$ cat config.mk
export PLATFORM = sky130hd
export DESIGN_NAME = stream_mux_rr_flat
export DESIGN_NICKNAME = d
export VERILOG_FILES = /design/src/rtl/stream_mux_rr_if.sv /design/src/rtl/stream_mux_rr.sv /design/src/flat_wrapper.sv
export SDC_FILE = /design/constraint.sdc
export NUM_CORES = 1
export LEC_CHECK = 0
export CAP_MARGIN = 25
export CORE_MARGIN = 5
export CORE_UTILIZATION = 38
export DETAILED_ROUTE_END_ITERATION = 10
export PLACE_DENSITY = 0.89
export SYNTH_ARGS = -nofsm -noshare
export SYNTH_HDL_FRONTEND = slang
export SYNTH_SLANG_ARGS = --single-unit
$ cat constraint.sdc
create_clock -name clk -period 4.5 [get_ports clk]
set_clock_uncertainty 0.2 [all_clocks]
set_input_delay 0.9 -clock clk [delete_from_list [all_inputs] [get_ports clk]]
set_output_delay 0.9 -clock clk [all_outputs]
set_load 0.05 [all_outputs]
$ cat src/rtl/stream_mux_rr_if.sv
// Stream mux bundle: N_CH input streams in, one stream out.
// slave = the mux side, master = the side that drives the channels.
interface stream_mux_rr_if #(
    parameter int N_CH  = 8,
    parameter int WIDTH = 8,
    parameter int SEL_W = 3
);
    logic [N_CH*WIDTH-1:0] in_data;
    logic [N_CH-1:0]       in_valid;
    logic [N_CH-1:0]       in_last;
    logic [N_CH-1:0]       in_ready;
    logic                  mode;
    logic [SEL_W-1:0]      sel;
    logic [WIDTH-1:0]      out_data;
    logic                  out_valid;
    logic                  out_ready;
    logic                  out_last;
    logic [SEL_W-1:0]      out_ch;

    modport slave (
        input  in_data, in_valid, in_last, mode, sel, out_ready,
        output in_ready, out_data, out_valid, out_last, out_ch
    );

    modport master (
        output in_data, in_valid, in_last, mode, sel, out_ready,
        input  in_ready, out_data, out_valid, out_last, out_ch
    );
endinterface

$ cat src/rtl/stream_mux_rr.sv
// Registered N:1 stream mux, fixed-select or round-robin arbitration.
// Define STREAM_MUX_RR_PKT_LOCK_EN to hold the grant for a whole packet.
module stream_mux_rr #(
    parameter int N_CH  = 8,
    parameter int WIDTH = 8,
    parameter int SEL_W = 3
) (
    input  logic           clk,
    input  logic           rst,
    stream_mux_rr_if.slave bus
);
    localparam int NP = 1 << SEL_W;

    typedef enum logic {IDLE, LOCKED} state_t;

    state_t           state;
    logic [SEL_W-1:0] ptr;
    logic [SEL_W-1:0] lock_ch;

    logic [NP-1:0]       vld;
    logic [NP-1:0]       lst;
    logic [NP*WIDTH-1:0] dat;
    logic [N_CH-1:0]     rdy;
    logic                g_vld;
    logic [SEL_W-1:0]    g_ch;
    logic                g_last;
    logic [WIDTH-1:0]    g_data;
    logic                can_load;
    logic                xfer;
    logic [SEL_W-1:0]    nxt_ptr;

    function automatic logic [SEL_W-1:0] rr_idx(
        input logic [SEL_W-1:0] base,
        input int               k
    );
        int s;
        s = int'(base) + k;
        if (s >= N_CH) s = s - N_CH;
        return SEL_W'(s);
    endfunction

    // Pad channel vectors so any SEL_W index stays in range
    always_comb begin
        vld = '0;
        lst = '0;
        dat = '0;
        vld[N_CH-1:0] = bus.in_valid;
        lst[N_CH-1:0] = bus.in_last;
        dat[N_CH*WIDTH-1:0] = bus.in_data;
    end

    // Grant from the current state; lowest rotated index wins
    always_comb begin
        g_vld = 1'b0;
        g_ch  = '0;
        if (state == LOCKED) begin
            g_vld = 1'b1;
            g_ch  = lock_ch;
        end else if (!bus.mode) begin
            g_ch  = bus.sel;
            g_vld = (int'(bus.sel) < N_CH) && vld[bus.sel];
        end else begin
            for (int k = N_CH - 1; k >= 0; k--) begin
                if (vld[rr_idx(ptr, k)]) begin
                    g_vld = 1'b1;
                    g_ch  = rr_idx(ptr, k);
                end
            end
        end
    end

    assign can_load = !bus.out_valid || bus.out_ready;

    // One-hot ready towards the granted channel only
    always_comb begin
        rdy = '0;
        for (int i = 0; i < N_CH; i++) begin
            rdy[i] = g_vld && can_load && !rst && (int'(g_ch) == i);
        end
    end

    assign bus.in_ready = rdy;
    assign xfer    = |(bus.in_valid & rdy);
    assign g_last  = lst[g_ch];
    assign g_data  = dat[int'(g_ch)*WIDTH +: WIDTH];
    assign nxt_ptr = (int'(g_ch) == N_CH - 1) ? '0 : g_ch + 1'b1;

    // Arbitration state: packet lock and round-robin pointer
    always_ff @(posedge clk) begin
        if (rst) begin
            state   <= IDLE;
            ptr     <= '0;
            lock_ch <= '0;
        end else begin
`ifdef STREAM_MUX_RR_PKT_LOCK_EN
            if (xfer) begin
                if (g_last) begin
                    state <= IDLE;
                    ptr   <= nxt_ptr;
                end else if (state == IDLE) begin
                    state   <= LOCKED;
                    lock_ch <= g_ch;
                end
            end
`else
            state   <= IDLE;
            lock_ch <= '0;
            if (xfer) ptr <= nxt_ptr;
`endif
        end
    end

    // Output beat register: load on transfer, clear when drained
    always_ff @(posedge clk) begin
        if (rst) begin
            bus.out_valid <= 1'b0;
            bus.out_data  <= '0;
            bus.out_last  <= 1'b0;
            bus.out_ch    <= '0;
        end else if (xfer) begin
            bus.out_valid <= 1'b1;
            bus.out_data  <= g_data;
            bus.out_last  <= g_last;
            bus.out_ch    <= g_ch;
        end else if (bus.out_ready) begin
            bus.out_valid <= 1'b0;
        end
    end
endmodule

$ cat src/flat_wrapper.sv
// flat-port wrapper written by rule: the top's interface ports become plain ports
module stream_mux_rr_flat 
#(
    parameter int N_CH  = 8,
    parameter int WIDTH = 8,
    parameter int SEL_W = 3
)
  (clk, rst, bus_in_data, bus_in_valid, bus_in_last, bus_mode, bus_sel, bus_out_ready, bus_in_ready, bus_out_data, bus_out_valid, bus_out_last, bus_out_ch);
  stream_mux_rr_if #(.N_CH(N_CH), .WIDTH(WIDTH), .SEL_W(SEL_W)) bus_i ();
  input  logic clk;
  input  logic rst;
  input wire logic [$bits(bus_i.in_data)-1:0] bus_in_data;
  input wire logic [$bits(bus_i.in_valid)-1:0] bus_in_valid;
  input wire logic [$bits(bus_i.in_last)-1:0] bus_in_last;
  input wire logic [$bits(bus_i.mode)-1:0] bus_mode;
  input wire logic [$bits(bus_i.sel)-1:0] bus_sel;
  input wire logic [$bits(bus_i.out_ready)-1:0] bus_out_ready;
  output wire logic [$bits(bus_i.in_ready)-1:0] bus_in_ready;
  output wire logic [$bits(bus_i.out_data)-1:0] bus_out_data;
  output wire logic [$bits(bus_i.out_valid)-1:0] bus_out_valid;
  output wire logic [$bits(bus_i.out_last)-1:0] bus_out_last;
  output wire logic [$bits(bus_i.out_ch)-1:0] bus_out_ch;
  assign bus_i.in_data = bus_in_data;
  assign bus_i.in_valid = bus_in_valid;
  assign bus_i.in_last = bus_in_last;
  assign bus_i.mode = bus_mode;
  assign bus_i.sel = bus_sel;
  assign bus_i.out_ready = bus_out_ready;
  assign bus_in_ready = bus_i.in_ready;
  assign bus_out_data = bus_i.out_data;
  assign bus_out_valid = bus_i.out_valid;
  assign bus_out_last = bus_i.out_last;
  assign bus_out_ch = bus_i.out_ch;
  stream_mux_rr #(.N_CH(N_CH), .WIDTH(WIDTH), .SEL_W(SEL_W)) u_core (.clk(clk), .rst(rst), .bus(bus_i));
endmodule
==> run summary, run 1 <==
After synthesis, the share of flip-flops with an asynchronous set or reset is 0%. The initial antenna violation count is 0. The max-capacitance violation count is 0. The fraction of layout cells with a size suffix above 1 is 37.2%. STA classifies the critical path endpoint as an output port. The number of flops mapped to enable cells by yosys is 0.

The relative area change from synthesis to final layout is 72.0%. The type of element launching the critical path is a primary input. The maximum frequency from static timing analysis came out at 225 MHz. The tree built by TritonCTS fans out to 16 sinks. The post-synthesis cell count is 263. Global routing used 22.2% of the available tracks. The final number of max-transition violations came out at 0. The critical path starts at bus_in_valid[2]. The final core utilization came out at 67.2%. For this configuration, the core starts out at a cell density of 39.1%. The number of nets in the layout is 495. The buffer depth of the longest clock path is 2. The number of different library cells used by synthesis comes to 60. The die span in x came out at 87.8 um. The synthesized design contains 16 register bits.

The min-delay analysis places its worst path in the category reg2reg. Buffers placed on the I/O ports in this run total 107. In this run the number of cells on the critical path is 12. The worst setup slack after layout is 0.0649 ns. The share of the cycle needed by the critical path after routing is 98.6%. During synthesis, Yosys emitted a total of 0 warnings. The most critical setup path has its endpoint at bus_in_ready[7]. The mean instance size in the synthesized netlist came out at 8.74 um2. The synthesized area came out at 2300 um2. The minimum clock period came out at 4.44 ns.

The vias after detailed routing is 2,766. The startpoint identified for the worst register-to-register timing path is u_core.ptr[1]$_SDFFE_PP0P_. After the first detailed-routing iteration, the DRC count stood at 117. The number of buffer and inverter instances along the worst setup path is 3. The placeable core area came out at 5890 um2. Walking the worst path, the cells encountered are buf_2 -> mux4_2 -> mux2_4 -> or3_1 -> a31oi_1 -> a211o_2 -> nand3_4 -> nand2b_4 -> inv_1 -> ha_2 -> and2_4 -> buf_12. The final global-route overflow total came out at 0.

The logic gate share of total power came out at 80.8%. The final wirelength is 9280 um. The net switching power figure is 0.000809 W. The routed length per instance is 19.4 um. The repair_antennas step left the layout with diodes totalling 0. Before CTS, the worst setup slack after placement is -0.367 ns. For flop-to-flop paths, the worst setup slack is 0.51 ns. The cell family contributing the most delay on the critical path is multiplexers.

Setup repair after global routing could not meet its margin everywhere. The sequential-to-total area share from yosys stat came out at 13.9%. In this run the critical register-to-register path is captured at u_core.bus.out_data[6]$_SDFFE_PP0P_. The weighted congestion reported at the end of routability-driven placement is 0.934. The slew at the pin closest to its max-slew limit is 0.714 ns.

The cell-internal power is 0.000908 W. The die outline height is 87.8 um. The relative slew slack is 52.3%. At the later pin of the worst-skew pair, clock insertion delay measures 0.25 ns.

The die outline area came out at 7710 um2. The required time at the worst-slack endpoint came out at 3.40 ns. The number of top-level design ports came out at 108. The deepest level of the CTS H-tree is 1. The number of fillers in the final layout came out at 433. The sequential group share of total power is 13.0%. The setup path with the least slack is of type in2out.

The wire length of the first global-routing pass came out at 13,600 um. Among all flip-flop cells after synthesis, the most frequent one is sky130_fd_sc_hd__dfxtp_1. The total clock buffers created by CTS came out at 3. The synthesized netlist net count came out at 353. Setup violations remaining at the end of the flow were counted as 0. The length in cells of the worst reg-to-reg path is 14. Dividing total power by cell area gives a power density of 434 nW/um2. The pin count of the biggest net entering global routing came out at 37.

TritonCTS built the clock tree. The final count of hold timing violations is 0. The count of TritonRoute iterations in the first routing pass came out at 4. For this run, design rule violations remaining after detail routing come to 0. The cell type of the slowest stage on the worst timing path is sky130_fd_sc_hd__mux4_2. The peak supply drop came out at 309 uV. The cell sitting at the root of the clock tree is a sky130_fd_sc_hd__clkbuf_8.

The flow ran to the end, and the final reports show no timing, DRC or antenna violations. The detail route stage leaves a number of antenna-violating nets equal to 0. The critical-path maximum fanout is 7. The delay of the slowest cell on the worst path came out at 0.51 ns. The wire-length estimate of the detail-placed layout is 7160 um. The arrival time reported for the critical path endpoint is 3.34 ns. The average vias per placed instance came out at 5.79. The portion of total power attributed to the clock network is 6.2%. Clock-pin slew was measured on the worst setup and hold paths at 0.06 ns. The number of core rows came out at 28. The share of total power consumed by net switching is 47.1%.

Summed over all cells, the static leakage comes to 1.53 nW. The via count of the first global-routing pass is 2,838.
==> worst min-delay path by stage <==
| stage | startpoint | to | slack (ns) | cells past startpoint |
|---|---|---|---|---|
| after floorplan | u_core.bus.out_ch[0]$_SDFFE_PP0P_ | u_core.bus.out_ch[0]$_SDFFE_PP0P_ | 0.47 | 2 |
| after CTS | u_core.bus.out_ch[0]$_SDFFE_PP0P_ | u_core.bus.out_ch[0]$_SDFFE_PP0P_ | 0.27 | 2 |
| after detailed placement | u_core.bus.out_ch[0]$_SDFFE_PP0P_ | u_core.bus.out_ch[0]$_SDFFE_PP0P_ | 0.26 | 2 |
| final | u_core.bus.out_ch[1]$_SDFFE_PP0P_ | u_core.bus.out_ch[1]$_SDFFE_PP0P_ | 0.27 | 2 |
| after global placement | u_core.bus.out_ch[0]$_SDFFE_PP0P_ | u_core.bus.out_ch[0]$_SDFFE_PP0P_ | 0.25 | 2 |
| after global routing | u_core.bus.out_ch[0]$_SDFFE_PP0P_ | u_core.bus.out_ch[0]$_SDFFE_PP0P_ | 0.29 | 2 |
==> routing by layer <==
layer  vias up  GRT usage, %  share of wire, %
li1       1299             -                 -
met1      1329          25.9                37
met2       113          40.7                54
met3        25          3.76               5.8
met4         0          7.25               3.0
met5         -             0                 0
==> power groups by stage <==
stage	Clock (W)	Sequential [W]	Combinational, W
3_3_place_gp	0	0.000219	0.00125
3_5_place_dp	0	0.000224	0.00128
2_1_floorplan	0	0.000347	0.000713
4_1_cts	0.000109	0.000221	0.00131
5_1_grt	0.000118	0.000229	0.00146
6_report	0.000106	0.000223	0.00139
==> worst reg2reg max path, delay by kind of cell, from the launching register on <==
family                   cells  cell delay (ns)
flip-flops                   1             0.40
AO/OA/AOI/OAI                6             1.09
buffers and inverters        3             0.59
adder cells (fa/ha/maj)      1             0.34
multiplexers                 3             1.11
AND/OR/NAND/NOR              1             0.15
==> through the flow <==
stage	hold WS, ns	instances	total power, W	TNS [ns]	cell area, um2
global placement	0.247	470	0.00147	-1.65	3830
floorplan	0.473	263	0.00106	0	2370
global route	0.290	478	0.00181	-0.0831	3960
finish	0.270	478	0.00172	0	3960
detailed placement	0.258	470	0.00150	-3.58	3830
CTS	0.272	474	0.00164	0	3920
==> state kept, by name, summed over array words and instances (netlist names) <==
name                  count
u_core.ptr                3
u_core.bus.out_valid      1
u_core.bus.out_ch         3
u_core.bus.out_data       8
u_core.bus.out_last       1
==> Yosys cell counts, drive strengths merged, types with 5 or more instances <==
cell type / n / share of area [%]
a21oi: 19 / 4.5
buf: 14 / 4.3
clkbuf: 6 / 0.98
dfxtp: 16 / 14
inv: 8 / 1.3
mux2: 38 / 19
mux2i: 11 / 4.8
mux4: 12 / 12
nand2: 19 / 3.2
nand2b: 5 / 1.7
nand3: 13 / 3.0
nor2: 13 / 2.1
o21ai: 6 / 1.3
o22ai: 10 / 2.7
o2bb2ai: 9 / 3.4
o31ai: 11 / 4.2
==> cell type report <==
cell class | instances | area, um2 | share of cell area [%]
inverter | 10 | 40.0 | 1.01
timing repair buffer | 157 | 1510 | 38.0
sequential | 16 | 320 | 8.10
tap | 75 | 93.8 | 2.37
clock buffer | 3 | 41.3 | 1.04
multi-input combinational | 217 | 1960 | 49.4
==> cells by family after synthesis <==
family,Yosys count,synth area share (%)
mux,61,35.5
buf+inv,30,6.91
simple gates,70,15.9
xor+xnor,4,1.52
flops,16,13.9
compound gates,79,24.6
fa+ha+maj,3,1.63
==> repair_timing <==
item | CTS | global route
gates resized for setup | 30 | 23
endpoints found under the setup margin | 8 | 8
pin swaps | 2 | 3
setup buffers | 1 | 4
hold buffers | 0 | 0
==> layout by cell type (no fill, tap or decap), types with 10 or more instances in the layout <==
| cell | count |
|---|---|
| sky130_fd_sc_hd__nand3_1 | 12 |
| sky130_fd_sc_hd__clkdlybuf4s50_1 | 91 |
| sky130_fd_sc_hd__mux4_2 | 12 |
| sky130_fd_sc_hd__a21oi_1 | 17 |
| sky130_fd_sc_hd__nand2_1 | 17 |
| sky130_fd_sc_hd__mux2_2 | 36 |
| sky130_fd_sc_hd__buf_4 | 49 |
| sky130_fd_sc_hd__dfxtp_1 | 16 |
| sky130_fd_sc_hd__o31ai_1 | 10 |
| sky130_fd_sc_hd__o22ai_1 | 10 |
Power figures use the tool's default switching activity.
==> inputs of run 2 (changes only) <==
--- a/config.mk
+++ b/config.mk
@@ -6,7 +6,7 @@
 export NUM_CORES = 1
 export LEC_CHECK = 0
 export CAP_MARGIN = 25
-export CORE_MARGIN = 5
+export CORE_MARGIN = 2
 export CORE_UTILIZATION = 38
 export DETAILED_ROUTE_END_ITERATION = 10
 export PLACE_DENSITY = 0.89
==> run 2 against run 1 <==
Against the previous run: sequential power about the same; critical path depth decreased by 1; register-to-register slack got worse by 0.09 ns; critical endpoint is now bus_in_ready[6]; largest power group unchanged.
==> run summary, run 2 (synthesized netlist as in run 1, its figures left out) <==
The fraction of layout cells with a size suffix above 1 is 36.7% (-0.56 points). The share of the cycle needed by the critical path after routing was 98.3% (-0.25 points). The die outline area is 6690 um2 (-13%). The final global-route overflow total is 0 (unchanged). Traced cell by cell, the critical path runs through clkinv_2 -> ha_4 -> mux2_2 -> mux4_2 -> a21oi_1 -> o21ai_0 -> a21oi_2 -> o2bb2ai_4 -> or2_2 -> nor2_4 -> buf_12.

The path class of the tightest hold or removal check is reg2reg. The final number of max-transition violations came out at 0 (unchanged). The relative slew slack is 54.6% (+2.3 points). More flip-flops sit in one register than any other, and that register is u_core.bus.out_data. The sum of met3 wire segment lengths after detailed routing came to 662 um (+23%). The weighted congestion reported at the end of routability-driven placement is 0.942 (+0.85%). The antenna cell count was 0 (unchanged). The met1 routed wirelength after detailed routing was 3550 um (+2.2%). The TritonCTS clock tree is yes. The flow ran to the end, and the final reports show no timing, DRC or antenna violations. The initial detailed-routing violation count came out at 292 (+150%). The buffer depth of the longest clock path is 2 (unchanged).

The pin count of the biggest net entering global routing is 33 (-11%). The placeable core area is 5890 um2 (unchanged). The wire length of the first global-routing pass is 13,500 um (-0.96%). The endpoint identified for the worst register-to-register timing path is u_core.bus.out_data[6]$_SDFFE_PP0P_. Following the worst setup path forward leads to its endpoint at bus_in_ready[6]. The number of nets with antenna violations after detailed routing is 0 (unchanged). The critical-path maximum fanout came out at 8 (+1). The vias after detailed routing came to 2,816 (+1.8%).

The routed length per instance was 19.4 um (-0.20%). The number of flip-flops under the largest register name is 8 (unchanged). The hold slack was 0.272 ns (+0.00200 ns). The placed wire-length estimate after detailed placement came out at 7130 um (-0.35%). The die span in x was 81.8 um (-6.8%). The critical register-to-register path startpoint is u_core.ptr[1]$_SDFFE_PP0P_. The average vias per placed instance is 5.92 (+2.2%). The relative area change from synthesis to final layout came out at 71.8%. The type of element launching the critical path is a register.

The initial antenna violation count came out at 0 (unchanged). The maximum frequency from static timing analysis came to 226 MHz (+0.26%). The power per cell area was 437 nW/um2 (+0.73%). Signal routing reaches up to met4. The kind of capture point of the worst setup path is an output port. The reg-to-reg setup timing slack was 0.42 ns (-0.09 ns).

The total area of sequential cells was 320 um2 (unchanged). The library cell used most frequently in the layout, excluding fill and tap cells, is sky130_fd_sc_hd__clkdlybuf4s50_1. In the layout the commonest cells are 91 x sky130_fd_sc_hd__clkdlybuf4s50_1, 45 x sky130_fd_sc_hd__buf_4, 36 x sky130_fd_sc_hd__mux2_2. The final core utilization is 67.1% (-0.11 points).

The final-report setup violation count came out at 0 (unchanged). The cell sitting at the root of the clock tree is a sky130_fd_sc_hd__clkbuf_8. The clock sink total came out at 16 (unchanged). The global-route usage over all layers came out at 26.0% (+3.8 points).

The length in cells of the worst reg-to-reg path is 14 (unchanged). The slew at the pin closest to its max-slew limit is 0.679 ns (-0.0345 ns). The count of TritonRoute iterations in the first routing pass is 5 (+1). The deepest level of the CTS H-tree was 1 (unchanged). The final wirelength is 9220 um (-0.61%).

The number of core rows came out at 28 (unchanged). The total area of multi-input combinational cells came out at 1950 um2 (-0.13%). The critical path is of the reg2out type. The clock insertion delay at the later pin of the skew report is 0.25 ns (about the same). The number of fillers in the final layout is 444 (+2.5%). The via count of the first global-routing pass came to 2,726 (-3.9%). The total of buffers placed on input and output ports is 107 (unchanged). The length of routed met2 wiring came out at 4720 um (-5.5%). The total clock buffers created by CTS came out at 3 (unchanged). The starting density of the core is 39.1% (unchanged). The arrival time reported for the critical path endpoint came to 3.32 ns (-0.02 ns).

Among all stages on the critical path, the largest delay is contributed by sky130_fd_sc_hd__mux4_2. The max-capacitance violation count is 0 (unchanged). The largest registers in the layout are u_core.bus.out_data (8), u_core.bus.out_ch (3), u_core.ptr (3).

The delay of the slowest cell on the worst path came out at 0.50 ns (about the same). In this run the most critical hold path is launched from u_core.bus.out_ch[1]$_SDFFE_PP0P_. The minimum clock period came to 4.42 ns (-0.0115 ns). The number of top-level design ports came out at 108 (unchanged).

The required time at the worst-slack endpoint came out at 3.40 ns (about the same). The peak supply drop came out at 278 uV (-10%). The number of nets in the layout is 492 (-0.61%).

The remaining routing DRC violations came out at 0 (unchanged). The leakage power summed over all cells is 1.52 nW (-0.93%). The die outline height is 81.8 um (-6.8%). The final count of hold timing violations came to 0 (unchanged).

The clock input transition at the sequential cells of the worst setup and hold paths came out at 0.07 ns (about the same). The startpoint of the most critical setup path is u_core.ptr[1]$_SDFFE_PP0P_.
==> run 2: per-stage QoR <==
| stage | power, W | area [um2] | TNS, ns | std cells | setup slack, ns |
|---|---|---|---|---|---|
| floorplan | 0.00106 | 2370 | 0 | 263 | 0.000664 |
| global placement | 0.00147 | 3840 | -1.33 | 470 | -0.204 |
| detailed placement | 0.00150 | 3840 | -3.98 | 470 | -0.351 |
| CTS | 0.00166 | 3930 | 0 | 475 | 0.00125 |
| global route | 0.00181 | 3950 | -0.0540 | 476 | -0.0184 |
| finish | 0.00173 | 3950 | 0 | 476 | 0.0763 |
==> run 2: report_power, final <==
part / switching [W] / internal [W]
sequential: 0.0000373 / 0.000187
combinational: 0.000729 / 0.000644
clock: 0.0000530 / 0.0000777
total: 0.000819 / 0.000908
==> run 2: final cells by class <==
cell class | instances | area share (%)
Sequential cell | 16 | 8.11
Timing Repair Buffer | 154 | 37.7
Inverter | 10 | 0.982
Clock buffer | 4 | 1.39
Tap cell | 75 | 2.38
Multi-Input combinational cell | 217 | 49.4
==> run 2: metal layers <==
metal  track usage (%)  vias to the layer above
met5                 0                        -
met2              45.1                      150
met1              33.0                     1337
met3              4.51                       33
met4              7.17                        0
li1                  -                     1296
==> run 2: worst min-delay path by stage <==
| stage | to | slack (ns) | depth (start not counted) |
|---|---|---|---|
| after floorplan | u_core.bus.out_ch[0]$_SDFFE_PP0P_ | 0.47 | 2 |
| final | u_core.bus.out_ch[1]$_SDFFE_PP0P_ | 0.27 | 2 |
| after global placement | u_core.bus.out_ch[0]$_SDFFE_PP0P_ | 0.25 | 2 |
| after global routing | u_core.bus.out_ch[1]$_SDFFE_PP0P_ | 0.28 | 2 |
| after CTS | u_core.bus.out_ch[1]$_SDFFE_PP0P_ | 0.27 | 2 |
| after detailed placement | u_core.bus.out_ch[1]$_SDFFE_PP0P_ | 0.26 | 2 |
==> run 2: what timing repair did <==
action	in CTS	in global routing
endpoints found under the setup margin	8	8
hold buffers	0	0
pin swaps	2	4
setup buffers	1	1
gates cloned	0	0
gates resized for setup	21	21
==> run 2: critical path: cells and delay by family (launching register included) <==
family / cells / cell delay [ns]
muxes: 2 / 0.86
AOI/OAI and AO/OA: 4 / 0.68
and+or+nand+nor: 2 / 0.50
DFF: 1 / 0.37
adders and majority gates: 1 / 0.36
buffers and inverters: 2 / 0.29
